## src/rtl/sw_debounce.sv

```systemverilog
// sw_debounce: input conditioning for the board switch bus.
// Each bit is synchronised into clk_i, debounced on its own counter, and
// reported as a clean level, rise/fall pulses and a sticky change flag.
// rst_ni asserts asynchronously; its release is expected to arrive already
// aligned to clk_i from the upstream reset generator.
module sw_debounce #(
  parameter int WIDTH           = 32,
  parameter int SYNC_STAGES     = 2,
  parameter int DEBOUNCE_CYCLES = 50000
) (
  input  logic             clk_i,
  input  logic             rst_ni,
  input  logic [WIDTH-1:0] sw_raw_i,
  input  logic [WIDTH-1:0] clr_i,
  output logic [WIDTH-1:0] sw_o,
  output logic [WIDTH-1:0] rise_o,
  output logic [WIDTH-1:0] fall_o,
  output logic [WIDTH-1:0] sw_changed_o,
  output logic             changed_any_o
);

  localparam int CntW = $clog2(DEBOUNCE_CYCLES + 1);
  localparam logic [CntW-1:0] CntLast = CntW'(DEBOUNCE_CYCLES - 1);

  logic [WIDTH-1:0] r_sync [SYNC_STAGES];
  logic [CntW-1:0]  r_cnt  [WIDTH];
  logic [WIDTH-1:0] r_sw;
  logic [WIDTH-1:0] r_rise;
  logic [WIDTH-1:0] r_fall;
  logic [WIDTH-1:0] r_changed;

  logic [WIDTH-1:0] w_sync;
  logic [WIDTH-1:0] w_mismatch;
  logic [WIDTH-1:0] w_accept;

  // Synchroniser chain; only the last stage is ever looked at downstream.
  always_ff @(posedge clk_i or negedge rst_ni) begin
    if (!rst_ni) begin
      for (int k = 0; k < SYNC_STAGES; k++) begin
        r_sync[k] <= '0;
      end
    end else begin
      r_sync[0] <= sw_raw_i;
      for (int k = 1; k < SYNC_STAGES; k++) begin
        r_sync[k] <= r_sync[k-1];
      end
    end
  end

  assign w_sync     = r_sync[SYNC_STAGES-1];
  assign w_mismatch = w_sync ^ r_sw;

  // A bit is accepted once it has disagreed with the output for the full window.
  always_comb begin
    w_accept = '0;
    for (int i = 0; i < WIDTH; i++) begin
      w_accept[i] = w_mismatch[i] && (r_cnt[i] == CntLast);
    end
  end

  // Per-bit counters restart on any agreement and on acceptance, so they never wrap.
  always_ff @(posedge clk_i or negedge rst_ni) begin
    if (!rst_ni) begin
      for (int i = 0; i < WIDTH; i++) begin
        r_cnt[i] <= '0;
      end
    end else begin
      for (int i = 0; i < WIDTH; i++) begin
        if (!w_mismatch[i] || w_accept[i]) begin
          r_cnt[i] <= '0;
        end else begin
          r_cnt[i] <= r_cnt[i] + CntW'(1);
        end
      end
    end
  end

  // Clean level, edge pulses and sticky flags; a transition beats a clear on the same edge.
  always_ff @(posedge clk_i or negedge rst_ni) begin
    if (!rst_ni) begin
      r_sw      <= '0;
      r_rise    <= '0;
      r_fall    <= '0;
      r_changed <= '0;
    end else begin
      r_sw      <= r_sw ^ w_accept;
      r_rise    <= w_accept & w_sync;
      r_fall    <= w_accept & ~w_sync;
      r_changed <= w_accept | (r_changed & ~clr_i);
    end
  end

  assign sw_o          = r_sw;
  assign rise_o        = r_rise;
  assign fall_o        = r_fall;
  assign sw_changed_o  = r_changed;
  assign changed_any_o = |r_changed;

endmodule

```

## config.mk

```make
export PLATFORM = sky130hd
export DESIGN_NAME = sw_debounce
export DESIGN_NICKNAME = d
export VERILOG_FILES = /design/src/rtl/sw_debounce.sv
export SDC_FILE = /design/constraint.sdc
export NUM_CORES = 1
export LEC_CHECK = 0
export ABC_AREA = 1
export BUFFER_PORTS_ARGS = -buffer_cell sky130_fd_sc_hd__buf_2
export CAP_MARGIN = 20
export CORE_AREA = 2 2 208 312
export CTS_CLUSTER_DIAMETER = 120
export DETAILED_ROUTE_END_ITERATION = 8
export DIE_AREA = 0 0 210 314
export PLACE_DENSITY_LB_ADDON = 0.08
export RECOVER_POWER = 100
export SKIP_CTS_REPAIR_TIMING = 1
export SYNTH_ARGS = -nofsm -noshare
export SYNTH_HDL_FRONTEND = slang
export SYNTH_SLANG_ARGS = --single-unit
```

## constraint.sdc

```tcl
create_clock -name clk_i -period 1.4 [get_ports clk_i]
set_input_delay 0.42 -clock clk_i [delete_from_list [all_inputs] [get_ports clk_i]]
set_output_delay 0.42 -clock clk_i [all_outputs]
set_load 0.01 [all_outputs]
```

==> impl_metrics.csv <==
group,metric,value,unit
logic_synthesis,ys_ff_latch,704,
clock_network,cts_tree,"yes",
clock_network,cts.htree.levels,3,
global_route,overflow,0,
drt,wl_met3,3064,um
logic_synthesis,synth_edf_count,0,
global_route,antenna_found_initial,7,
drt,routedWlPerCell,13.78,um
status,violations,"hold timing, setup timing",
logic_synthesis,synth_fp_nets,4529,
drt,drt-initial-drc-count,1639,
global_route,grt_pass1_wl,133600,um
logic_synthesis,yosysSeqAreaShare,0.5018,
sta,rsz0062_at_grt,"yes",
drt,drt-met1-wl,32450,um
logic_synthesis,ys.flop_type,"dfrtp_1",
worst_setup_path,crit_path_frequent_cell,"nand4_1",
logic_synthesis,syn_area_per_cell,7.923,um2
worst_setup_path,cp-start-kind,"flip-flop",
final_layout,areaGrowthSynthToFinish,24.53,%
logic_synthesis,yosys_warnings,0,
worst_setup_path,worstReg2RegStart,"r_cnt[449]",
clock_network,clk_latency,0.61,ns
sta,worst_pin_slew,1.066,ns
drt,postRouteAntennaNets,0,
sta,fin_skew,0.01673,ns
worst_setup_path,critPathArrivalTime,1.85,ns
sta,finalHoldViolations,3,
pwr,ir_worst_vdd,0.9387,mV
worst_setup_path,crit_path_end_kind,"output pin",
sta,period_needed,2.272,ns
pwr,p_per_area,978.1,nW/um2
pwr,p_leak,0.01896,uW
die,dieArea,65940,um2
sta,maxSlewViolCount,0,
drt,vias,30103,
logic_synthesis,synth.most_common_cell,"nor2_1",
final_layout,drive_gt1_frac,0.1921,
placed_design,post-place-ws,-0.2843,ns
drt,drt_first_pass_iters,5,
die,core_area,63200,um2
sta,max_slew_margin,0.2893,
die,rows,113,
drt,drc_errors,0,
die,floorplan.initialDensity,0.5555,
worst_setup_path,crit_chain,"inv_1 > nand4_1 > nor2_2 > nand4_1 > buf_2",
sta,fmax,0.4402,GHz
logic_synthesis,synth.area.top_cells,"dfrtp_1, nor2_1, nand2_1, inv_1, nand4_1",
clock_network,clk_pin_slew_worst_paths,0.06,ns
global_route,grt.total_usage,0.2443,
sta,timing.final.ws_setup,-0.8718,ns
drt,dr.max_layer_used,"met5",
final_layout,stdcell_count,5920,
clock_network,clock-root-buffer,"clkbuf_16",
min_path,min_from,"clr_i[29]",
placed_design,gp_congestion,0.9255,
run,max-cap-violations,0,
placed_design,dp_cells,5706,
die,chipHeight,314,um
status,outcome,"complete, but fails checks",
sta,holdWs,-0.003037,ns
worst_setup_path,critPathKind,"reg -> out",
logic_synthesis,synth_cell_types,25,
worst_setup_path,startpoint,"sw_changed_o[12]",
drt,viasPerCell,5.085,
final_layout,nets,5156,
die,io-pin-count,195,
final_layout,final_util,0.6918,
logic_synthesis,synthArstFlopShare,1.000,
sta,setup_viol,837,
worst_setup_path,slowest_stage,"dfrtp_1",
worst_setup_path,crit_path_max_fanout,2,
sta,timing.final.crit_share,1.623,
placed_design,dpl.hpwl,59080,um
logic_synthesis,synth_top_area_share,0.5018,
logic_synthesis,syn_inst,4431,
placed_design,io_buffers,194,
logic_synthesis,synth.cells.most_frequent,"nor2_1, nand2_1, dfrtp_1",
logic_synthesis,yosys.area.top_type,"dfrtp_1",
logic_synthesis,synthesis.area,35110,um2
pwr,total_power,42770,uW
global_route,grt_max_degree,90,
die,die_x,210,um
clock_network,cts_buffer_depth,3,
drt,wl_met2,43020,um
worst_setup_path,cpPeakStageDelay,0.38,ns
global_route,grt_pass1_vias,29608,
clock_network,cts.sinks,704,
drt,wl,81580,um
worst_setup_path,required,0.98,ns
clock_network,cts_inserted_buffers,72,
min_path,worst_hold_path_type,"in -> reg",
metrics by stage:
stage	instance area (um2)	TNS (ns)
6_report	43720	-132.30
5_1_grt	43720	-251.29
2_1_floorplan	35110	0
4_1_cts	41640	-31.74
3_5_place_dp	39200	-2.389
3_3_place_gp	39200	-0.3945
routing by layer:
layer / vias to the layer above / global-route usage
li1: 15211 / -
met1: 14197 / 0.2771
met2: 498 / 0.4504
met3: 193 / 0.04010
met4: 4 / 0.1091
met5: - / 0
critical path, delay by kind of cell, from the launching register on:
kind          cells  cell delay (ns)
buf+inv           2             0.24
flops             1             0.38
simple gates      3             0.63
state kept, by name (all words and copies together) (netlist names), named ones only:
name	cells
rise_o	32
r_sync	32
r_cnt	512
w_sync	32
sw_changed_o	32
fall_o	32
layout by cell type, fill, tap and decap left out, types with 10 or more instances in the layout:
cell type      count
nor3_1            12
buf_6             76
dfrtp_2           30
nand3_1          199
nand2_1         1072
clkbuf_16         76
xor2_1           128
o21ai_1           37
o21ai_0           92
nand2_4           24
clkbuf_1          26
inv_2             12
nand3_2           12
dfrtp_1          674
buf_12            13
nor2_1          1023
nand3_4           23
ha_2              10
nor2_4            34
nand2_2           47
nor2_2           108
buf_4            295
nand4_1          229
nand2_8           21
inv_1            459
xnor2_1           71
ha_1              13
clkbuf_8          17
o21bai_1          54
dlygate4sd3_1     38
buf_2            141
layout make-up:
cell class | count | area, um2
Tap cell | 805 | 1007
Inverter | 473 | 1775
Sequential cell | 704 | 17650
Clock inverter | 19 | 259.0
Antenna cell | 3 | 7.507
Clock buffer | 109 | 2175
Fill cell | 5262 | 19480
Multi-Input combinational cell | 3228 | 16330
Timing Repair Buffer | 579 | 4518
cell families (layout without fill, tap and decap cells):
group | Yosys count | in the layout | synth area share
and+or+nand+nor | 2806 | 2812 | 0.3459
xor gates and xnor gates | 199 | 199 | 0.04964
adders and majority gates | 32 | 32 | 0.01140
AOI/OAI and AO/OA | 185 | 185 | 0.03022
buffers and inverters | 505 | 1180 | 0.06105
other | 0 | 3 | 0
DFF | 704 | 704 | 0.5018
where the power goes:
part / switching [uW] / internal, uW / leakage, uW
clock network: 7930 / 11800 / 0.00120
logic: 1230 / 826 / 0.00820
registers: 280 / 20700 / 0.00956
path summary, 6_finish.rpt:
path	to	slack, ns	cells after the start
min reg2reg	w_sync[29]	0.34	0
min in group asynchronous	async pin	0.62	2
max reg2reg	sw_changed_o[3]	-0.05	6
max in group asynchronous	r_cnt[451]	-0.28	3
max	changed_any_o	-0.87	5
min	sw_changed_o[29]	-0.003	2
(Power assumes the default switching activity.)
